**config.mk**
```make
export PLATFORM = sky130hd
export DESIGN_NAME = vga_pixel_prefetch
export DESIGN_NICKNAME = d
export VERILOG_FILES = /design/src/rtl/vga_pixel_prefetch.sv
export SDC_FILE = /design/constraint.sdc
export NUM_CORES = 1
export LEC_CHECK = 0
export ABC_AREA = 1
export BUFFER_PORTS_ARGS = -buffer_cell sky130_fd_sc_hd__clkbuf_2
export CAP_MARGIN = 30
export CORE_MARGIN = 2
export CORE_UTILIZATION = 30
export CTS_CLUSTER_DIAMETER = 40
export CTS_CLUSTER_SIZE = 12
export DETAILED_ROUTE_END_ITERATION = 10
export PLACE_DENSITY = 0.5
export SETUP_SLACK_MARGIN = 0.3
export SLEW_MARGIN = 20
export SYNTH_ARGS = -nofsm -noshare
export SYNTH_HDL_FRONTEND = slang
export SYNTH_SLANG_ARGS = --single-unit
```
**constraint.sdc**
```tcl
create_clock -name VGA_CLK_IN -period 2.5 [get_ports VGA_CLK_IN]
set_clock_uncertainty 0.05 [all_clocks]
set_input_delay 0.5 -clock VGA_CLK_IN [delete_from_list [all_inputs] [get_ports VGA_CLK_IN]]
set_output_delay 0.5 -clock VGA_CLK_IN [all_outputs]
set_load 0.01 [all_outputs]
```
**src/rtl/vga_pixel_prefetch.sv**
```systemverilog
// ---------------------------------------------------------------------------
// vga_pixel_prefetch
//
// Streams a grayscale image (one byte per pixel) out of data memory through a
// single-outstanding request/grant/rvalid read port, expands every byte to a
// 24-bit {g,g,g} pixel and buffers it in a small FIFO. The downstream VGA
// sync/colour stage pops one pixel per active-window clock, so display timing
// does not depend on memory latency.
//
// Ports
//   VGA_CLK_IN   in   1       pixel clock, all state changes on rising edge
//   rst          in   1       asynchronous active-high reset
//   frame_start  in   1       one-cycle pulse, restarts the image from pixel 0
//   pop          in   1       consumer takes the head pixel this cycle
//   px           out  24      head pixel {g,g,g}
//   px_valid     out  1       FIFO not empty
//   underflow    out  1       sticky, set by a pop while the FIFO is empty
//   mem_req      out  1       read request (held until mem_gnt)
//   mem_addr     out  ADDR_W  byte address of the read
//   mem_gnt      in   1       request accepted this cycle
//   mem_rvalid   in   1       read data valid, one or more cycles after mem_gnt
//   mem_rdata    in   8       grayscale byte
// ---------------------------------------------------------------------------
module vga_pixel_prefetch #(
  parameter int unsigned BASE_ADDR  = 24,
  parameter int unsigned NUM_PIXELS = 90000,
  parameter int unsigned FIFO_DEPTH = 16,
  parameter int unsigned ADDR_W     = 32
) (
  input  logic              VGA_CLK_IN,
  input  logic              rst,
  input  logic              frame_start,
  input  logic              pop,
  output logic [23:0]       px,
  output logic              px_valid,
  output logic              underflow,
  output logic              mem_req,
  output logic [ADDR_W-1:0] mem_addr,
  input  logic              mem_gnt,
  input  logic              mem_rvalid,
  input  logic [7:0]        mem_rdata
);

  localparam int unsigned PTR_W = $clog2(FIFO_DEPTH);
  localparam int unsigned CNT_W = PTR_W + 1;
  localparam int unsigned FET_W = $clog2(NUM_PIXELS + 1);

  localparam logic [CNT_W-1:0]  DEPTH_C = CNT_W'(FIFO_DEPTH);
  localparam logic [FET_W-1:0]  NUM_C   = FET_W'(NUM_PIXELS);
  localparam logic [ADDR_W-1:0] BASE_C  = ADDR_W'(BASE_ADDR);

  typedef enum logic [1:0] {
    FETCH = 2'd0,
    WAIT  = 2'd1,
    DONE  = 2'd2,
    DRAIN = 2'd3
  } state_t;

  // -------------------------------------------------------------------------
  // State
  // -------------------------------------------------------------------------
  state_t              state_q, state_d;
  logic [FET_W-1:0]    fetched_q, fetched_d;
  logic [CNT_W-1:0]    count_q, count_d;
  logic [PTR_W-1:0]    rd_ptr_q, rd_ptr_d;
  logic [PTR_W-1:0]    wr_ptr_q, wr_ptr_d;
  logic [7:0]          px_q, px_d;
  logic                underflow_q, underflow_d;
  logic                mem_req_q, mem_req_d;
  logic [ADDR_W-1:0]   mem_addr_q, mem_addr_d;

  // Pixel storage: plain array without reset so it maps onto RAM.
  logic [7:0]          fifo_mem [FIFO_DEPTH];

  // -------------------------------------------------------------------------
  // Handshake qualifiers
  // -------------------------------------------------------------------------
  logic             grant;
  logic             push;
  logic             pop_ok;
  logic             not_empty;
  logic [PTR_W-1:0] rd_next;

  assign not_empty = (count_q != '0);
  // A grant only counts while a request is actually on the bus.
  assign grant     = (state_q == FETCH) && mem_req_q && mem_gnt;
  // frame_start discards any data returning in the same cycle.
  assign push      = (state_q == WAIT) && mem_rvalid && !frame_start;
  // frame_start wins over pop: a flushed FIFO is never popped.
  assign pop_ok    = pop && not_empty && !frame_start;
  assign rd_next   = rd_ptr_q + PTR_W'(1);

  // -------------------------------------------------------------------------
  // Fetch FSM: next state and pixel counter
  // -------------------------------------------------------------------------
  always_comb begin
    state_d   = state_q;
    fetched_d = fetched_q;

    case (state_q)
      FETCH: begin
        if (grant) begin
          fetched_d = fetched_q + FET_W'(1);
          state_d   = WAIT;
        end
      end
      WAIT: begin
        if (mem_rvalid) begin
          state_d = (fetched_q == NUM_C) ? DONE : FETCH;
        end
      end
      DONE: begin
        state_d = DONE;
      end
      DRAIN: begin
        if (mem_rvalid) begin
          state_d = FETCH;
        end
      end
      default: state_d = FETCH;
    endcase

    if (frame_start) begin
      fetched_d = '0;
      case (state_q)
        // A read is still in flight unless its data returns right now;
        // an in-flight read must be drained before the next request so
        // that only one read is ever outstanding.
        WAIT:    state_d = mem_rvalid ? FETCH : DRAIN;
        DRAIN:   state_d = mem_rvalid ? FETCH : DRAIN;
        // A grant coinciding with the restart also leaves a read in flight.
        FETCH:   state_d = grant ? DRAIN : FETCH;
        default: state_d = FETCH;
      endcase
    end
  end

  // -------------------------------------------------------------------------
  // FIFO bookkeeping and head register
  // -------------------------------------------------------------------------
  always_comb begin
    count_d     = count_q;
    rd_ptr_d    = rd_ptr_q;
    wr_ptr_d    = wr_ptr_q;
    px_d        = px_q;
    underflow_d = underflow_q;

    if (frame_start) begin
      // Flush; px keeps its last value.
      count_d     = '0;
      rd_ptr_d    = '0;
      wr_ptr_d    = '0;
      underflow_d = 1'b0;
    end else begin
      if (pop && !not_empty) begin
        underflow_d = 1'b1;
      end
      if (push) begin
        wr_ptr_d = wr_ptr_q + PTR_W'(1);
      end
      if (pop_ok) begin
        rd_ptr_d = rd_next;
      end

      case ({push, pop_ok})
        2'b10:   count_d = count_q + CNT_W'(1);
        2'b01:   count_d = count_q - CNT_W'(1);
        default: count_d = count_q;
      endcase

      // Head register: after a pop it loads the next stored entry, or the
      // byte being pushed when that byte becomes the only entry. A push into
      // an empty FIFO (also during an underflowing pop) loads it directly.
      // Popping the last entry without a push leaves px unchanged.
      if (pop_ok) begin
        if (count_q > CNT_W'(1)) begin
          px_d = fifo_mem[rd_next];
        end else if (push) begin
          px_d = mem_rdata;
        end
      end else if (!not_empty && push) begin
        px_d = mem_rdata;
      end
    end
  end

  // -------------------------------------------------------------------------
  // Request generation
  // -------------------------------------------------------------------------
  // The request is registered and computed from next-state values. Only one
  // read can be outstanding and a request needs a free slot, so a push can
  // never overflow. While waiting for a grant, count can only fall and
  // fetched cannot move, so the request and address hold by construction.
  // frame_start forces one idle cycle before the restarted request.
  assign mem_req_d  = !frame_start &&
                      (state_d == FETCH) &&
                      (count_d < DEPTH_C) &&
                      (fetched_d < NUM_C);
  assign mem_addr_d = BASE_C + ADDR_W'(fetched_d);

  // -------------------------------------------------------------------------
  // Registers
  // -------------------------------------------------------------------------
  always_ff @(posedge VGA_CLK_IN or posedge rst) begin
    if (rst) begin
      state_q     <= FETCH;
      fetched_q   <= '0;
      count_q     <= '0;
      rd_ptr_q    <= '0;
      wr_ptr_q    <= '0;
      px_q        <= 8'h00;
      underflow_q <= 1'b0;
      mem_req_q   <= 1'b0;
      mem_addr_q  <= BASE_C;
    end else begin
      state_q     <= state_d;
      fetched_q   <= fetched_d;
      count_q     <= count_d;
      rd_ptr_q    <= rd_ptr_d;
      wr_ptr_q    <= wr_ptr_d;
      px_q        <= px_d;
      underflow_q <= underflow_d;
      mem_req_q   <= mem_req_d;
      mem_addr_q  <= mem_addr_d;
    end
  end

  always_ff @(posedge VGA_CLK_IN) begin
    if (push) begin
      fifo_mem[wr_ptr_q] <= mem_rdata;
    end
  end

  // -------------------------------------------------------------------------
  // Outputs
  // -------------------------------------------------------------------------
  assign px        = {3{px_q}};
  assign px_valid  = not_empty;
  assign underflow = underflow_q;
  assign mem_req   = mem_req_q;
  assign mem_addr  = mem_addr_q;

endmodule

```
Word-level counts from Yosys, hierarchy flattened:

Memory sizes are Yosys's and may differ from the RTL's.
Index checks and enable logic that the tools add are counted.

* register bits after elaboration: 60
* latch bits: 0
* RAM bits: 128
* ROM bits: 0
* input bits: 14
* output and inout bits: 59
* word-level logic and storage cells: 75
* memories kept: 1

Memory list
* fifo_mem: depth 16, width 8, read ports 1, clocked after Yosys merged registers in 0, wr ports 1, RTL line 73 `logic [7:0] fifo_mem [FIFO_DEPTH];`

* add/sub/neg operators: 6
* multipliers: 0
* div/mod/pow operators: 0
* order comparisons: 3
* equal/unequal tests: 7
* shift operators: 0
* muxes and demuxes: 26
* bitwise logic cells: 1
* reductions and logical operators: 22

Operators with widths (number)
* $mux 17: 3
* $mux 8: 4
* $add 5x17->18 const A: 1
* $add 17x1->17 const B: 1
* $eq 17x17->1 const B: 1
* $lt 17x17->1 const B: 1
* $mux 4: 4
* $mux 2: 7
* $logic_and 1x1->1: 11
* $pmux 5 s2: 1
* $add 4x1->4 const B: 2
* $pmux 2 s4: 1
* $reduce_bool 2->1: 4
* $eq 2x2->1 const B: 3
* $add 5x1->5 const B: 1
* $gt 5x1->1 const B: 1
* $lt 5x5->1 const B: 1
* $mux 5: 1
* $reduce_bool 5->1: 1
* $sub 5x1->5 const B: 1
* $eq 2x1->1 const B: 2
* $logic_not 2->1: 2
* $mux 1: 4
* $pmux 2 s2: 1
* other kinds (5): 6

Longest topological paths before layout:

* word-level depth: 10
* gate-level depth with buffers: 14
* gate-level depth less buffers: 14

Worst setup path after synthesis:

Ideal clock, no wire load.

* kind: input -> register
* from: in frame_start
* to: mem fifo_mem[11][0] (enable)
* setup time: 0.370 ns
* arrival: 1.854 ns
* slack: 0.226 ns
* cell stages on the path: 7
* path buffers: 4
* cells stage by stage: buf_2 inv_2 buf_2 buf_4 buf_2 nand3_1 nor2_1

* cells in the longest elaborated chain, start to end: 4

Ends and longest elaborated chain
* start, declared: RTL line 32 `input logic frame_start,`
* $logic_not 1->1: RTL line 88 `assign push = (state_q == WAIT) && mem_rvalid && !frame_start;`
* $logic_and 1x1->1: RTL line 88
* $mux 1: RTL line 229 `if (push) begin`
* $mux 1 (not written as such): RTL line 230 `fifo_mem[wr_ptr_q] <= mem_rdata;`
* end, declared: RTL line 73

No other way between the ends.

Worst setup path after layout:

* from: reg state_q[1]
* to: reg mem_addr_q[13], in the netlist mem_addr[13]

* cells in the longest elaborated chain, start to end: 7

Ends and longest elaborated chain
* start, declared: RTL line 62 `state_t state_q, state_d;`
* start signal, assigned: RTL line 216 `state_q <= state_d;`
* $logic_not 2->1 *: RTL line 86, 100
* $logic_and 1x1->1 (2 in a row): RTL line 86 `assign grant = (state_q == FETCH) && mem_req_q && mem_gnt;`
* $mux 17: RTL line 102 `if (grant) begin`
* $mux 17 *: RTL line 100 `case (state_q)`
* $mux 17 *: RTL line 123 `if (frame_start) begin`
* $add 5x17->18 *: RTL line 199 `assign mem_addr_d = BASE_C + ADDR_W'(fetched_d);`
* via mem_addr_d[13]: RTL line 70 `logic [ADDR_W-1:0] mem_addr_q, mem_addr_d;`
* end signal, assigned: RTL line 224 `mem_addr_q <= mem_addr_d;`
* end, declared: RTL line 70

Mark *: on every way through the listed nets, which the timed path passes. The rest lies on a longest branch.
A chain may end at the register's enable or synchronous reset.

==> run summary <==
CTS tree: built
Core box area: 0.0286 sq mm
Drt total wl: 22300 um
Worst-path clk slew: 0.08 ns
Synth Warn #: 0
CP Max Fanout: 6
Count of unique library cells instantiated by Yosys: 39
EDFF count, synth: 128
MaxCap Viol Count: 0
Post-DP HPWL: 14300 um
Bufs on Longest Clock Path: 2
Fin cells: 1338
Seq cells post-synth: 185
Number of global-route vias before repair: 6084
IO Count: 73
Post-DRT Antenna Nets: 0
Fin. Hold Viols: 0
RSZ-0062 raised after global routing: yes
Row count: 62
Fin. max-slew vios: 0
Nets: 969
Hold-fix buffers at CTS: 0
1st-iter DRT viols: 391
Mapped cell area: 0.00872 sq mm
Actual slew at the worst max-slew pin: 0.506 ns
CP endpoint kind: register
Total CTS buffers: 17
Worst vdd ir: 394 uV
GPL Wtd Cong: 0.793
Die area: 0.0304 sq mm
Async SR Flop Fraction: 30.8%
Commonest cells post-synth: nor2_1, edfxtp_1, o21ai_0
Final Setup Violations: 0
Status: completed
Pin count of the biggest net entering global routing: 43
Initial DRT Pass Iterations: 6
Final min period: 2.11 ns
P per Cell Area: 659 mW/mm^2
Share of cells above drive strength 1: 23.3%
Vias: 6178
Slew HR: 66.2%
Critical path class: reg -> reg
Total track usage: 15.2%
Pwr Total: 6870 uW
Main flop type after synthesis: edfxtp_1
F_max: 473 MHz
Final Cycle Share: 84.5%
Routed wire per std cell: 16.7 um
DRC viols: 0
Area delta synth->final: 19.6%
Share of the synthesized area in the top cell type: 44.1%
Clock latency on the worst-skew pair: 0.44 ns
Drt via density: 4.62
Startpoint Class: register
Global route overflow: 0
Starting Density: 30.5%
Top cell type by total area after synthesis: edfxtp_1
IO buf count: 58
Die X: 174 um
Clock Sinks: 185
Die H: 174 um
Sequential share of the synthesized area: 60.5%
Final-layout fill cell count: 2880
Largest cells by area after synthesis: edfxtp_1, dfrtp_1, nor2_1, o21ai_0, nand2_1
H-tree Lvls: 4
Worst Hold Class: in -> async
Arr. time, crit path: 2.39 ns
Inst Count DP: 1291
Ant diodes: 0
Critical Path RT: 2.78 ns
Setup_tns: 0 ns
Cells after Synth: 861
First-pass GRT wire length: 35100 um
Syn avg cell area: 10.1 sq um
Initial antenna violation count: 0
Most frequent cell after synthesis: nor2_1
Root buffer cell: clkbuf_16
Lkg Pwr: 0.00405 uW
critical path, cell delays in order (launching register included):
cell and delay [ns]:
dfrtp_2 0.45, nor2_4 0.14, nand2_4 0.09, o21ai_1 0.18, nand3_2 0.13, ha_4 0.19
nand3b_1 0.19, nor2_4 0.14, nand2_2 0.08, nor2_4 0.15, nand2_2 0.06, xor2_1 0.14
metal layers:
layer  wire length (um)  GRT usage (%)  vias up
met2              10800           25.0      108
met1              10600           20.5     3000
li1                   -              -     3050
met3                668           2.60       20
met5                  0              0        -
met4                328           4.76        0
placed cells by master (no fill, tap or decap), types with 15 or more instances in the layout:
cell type,instances
inv_1,58
o21ai_0,106
nor2_4,15
dfrtp_1,52
o211ai_1,22
edfxtp_1,128
clkbuf_16,17
buf_4,43
nand2_1,97
nand2_2,15
nor2_1,152
nand3_1,37
clkbuf_2,58
kinds of logic after synthesis:
kind of cell	count (synthesis)	share of synthesized area, %
and+or+nand+nor	358	18.7
other	1	0.0430
xor gates and xnor gates	12	1.21
AOI/OAI and AO/OA	159	10.2
DFF	185	60.5
buffers and inverters	132	7.31
adders and majority gates	14	2.01
area by class of cell:
class | instances | area, sq um | area share [%]
clock buffer | 17 | 425 | 4.08
clock inverter | 15 | 178 | 1.70
timing repair buffer | 109 | 793 | 7.61
multi-input combinational | 557 | 3010 | 28.8
inverter | 71 | 267 | 2.56
sequential | 185 | 5280 | 50.6
tap | 384 | 480 | 4.61
state kept, by name, indices dropped and copies added (netlist names):
name,cells
fetched_q,14
underflow,1
rd_ptr_q,4
mem_req,1
fifo_mem,128
px_q,8
mem_addr,18
state_q,2
wr_ptr_q,4
count_q,5
per-stage QoR:
| step | area (sq um) | util, % | setup slack, ns | hold slack (ns) |
|---|---|---|---|---|
| after CTS | 10200 | 35.8 | 0.298 | 0.0270 |
| after detailed placement | 9490 | 33.1 | 0.0471 | 0.469 |
| after global routing | 10400 | 36.4 | 0.254 | 0.0482 |
| after floorplan | 8770 | - | 0.226 | 0.450 |
| after global placement | 9490 | 33.1 | 0.0871 | 0.466 |
| final | 10400 | 36.4 | 0.388 | 0.0161 |
where the power goes:
part           switching [uW]  leakage, uW  internal [uW]
Sequential                111      0.00192           3360
Combinational             396      0.00184            234
Clock                    1330     0.000291           1440
final timing paths:
check	from	end	slack [ns]	cells past startpoint
worst max-delay path	state_q[1]	mem_addr[13]	0.39	11
worst min-delay path	rst	mem_addr[1]	0.02	2
worst max register to register	state_q[1]	mem_addr[13]	0.39	11
worst min register to register	underflow	underflow	0.48	2
max in group asynchronous	rst	mem_addr[3]	1.67	3
min in group VGA_CLK_IN	mem_rvalid	state_q[0]	0.31	2
what timing repair did:
action,4_1_cts,5_1_grt
endpoints found under the hold margin,0,0
gates cloned,3,0
pin swaps,4,21
setup endpoints to repair,16,19
setup buffers,4,8
gates resized for setup,6,41
Power figures use the tool's default switching activity.
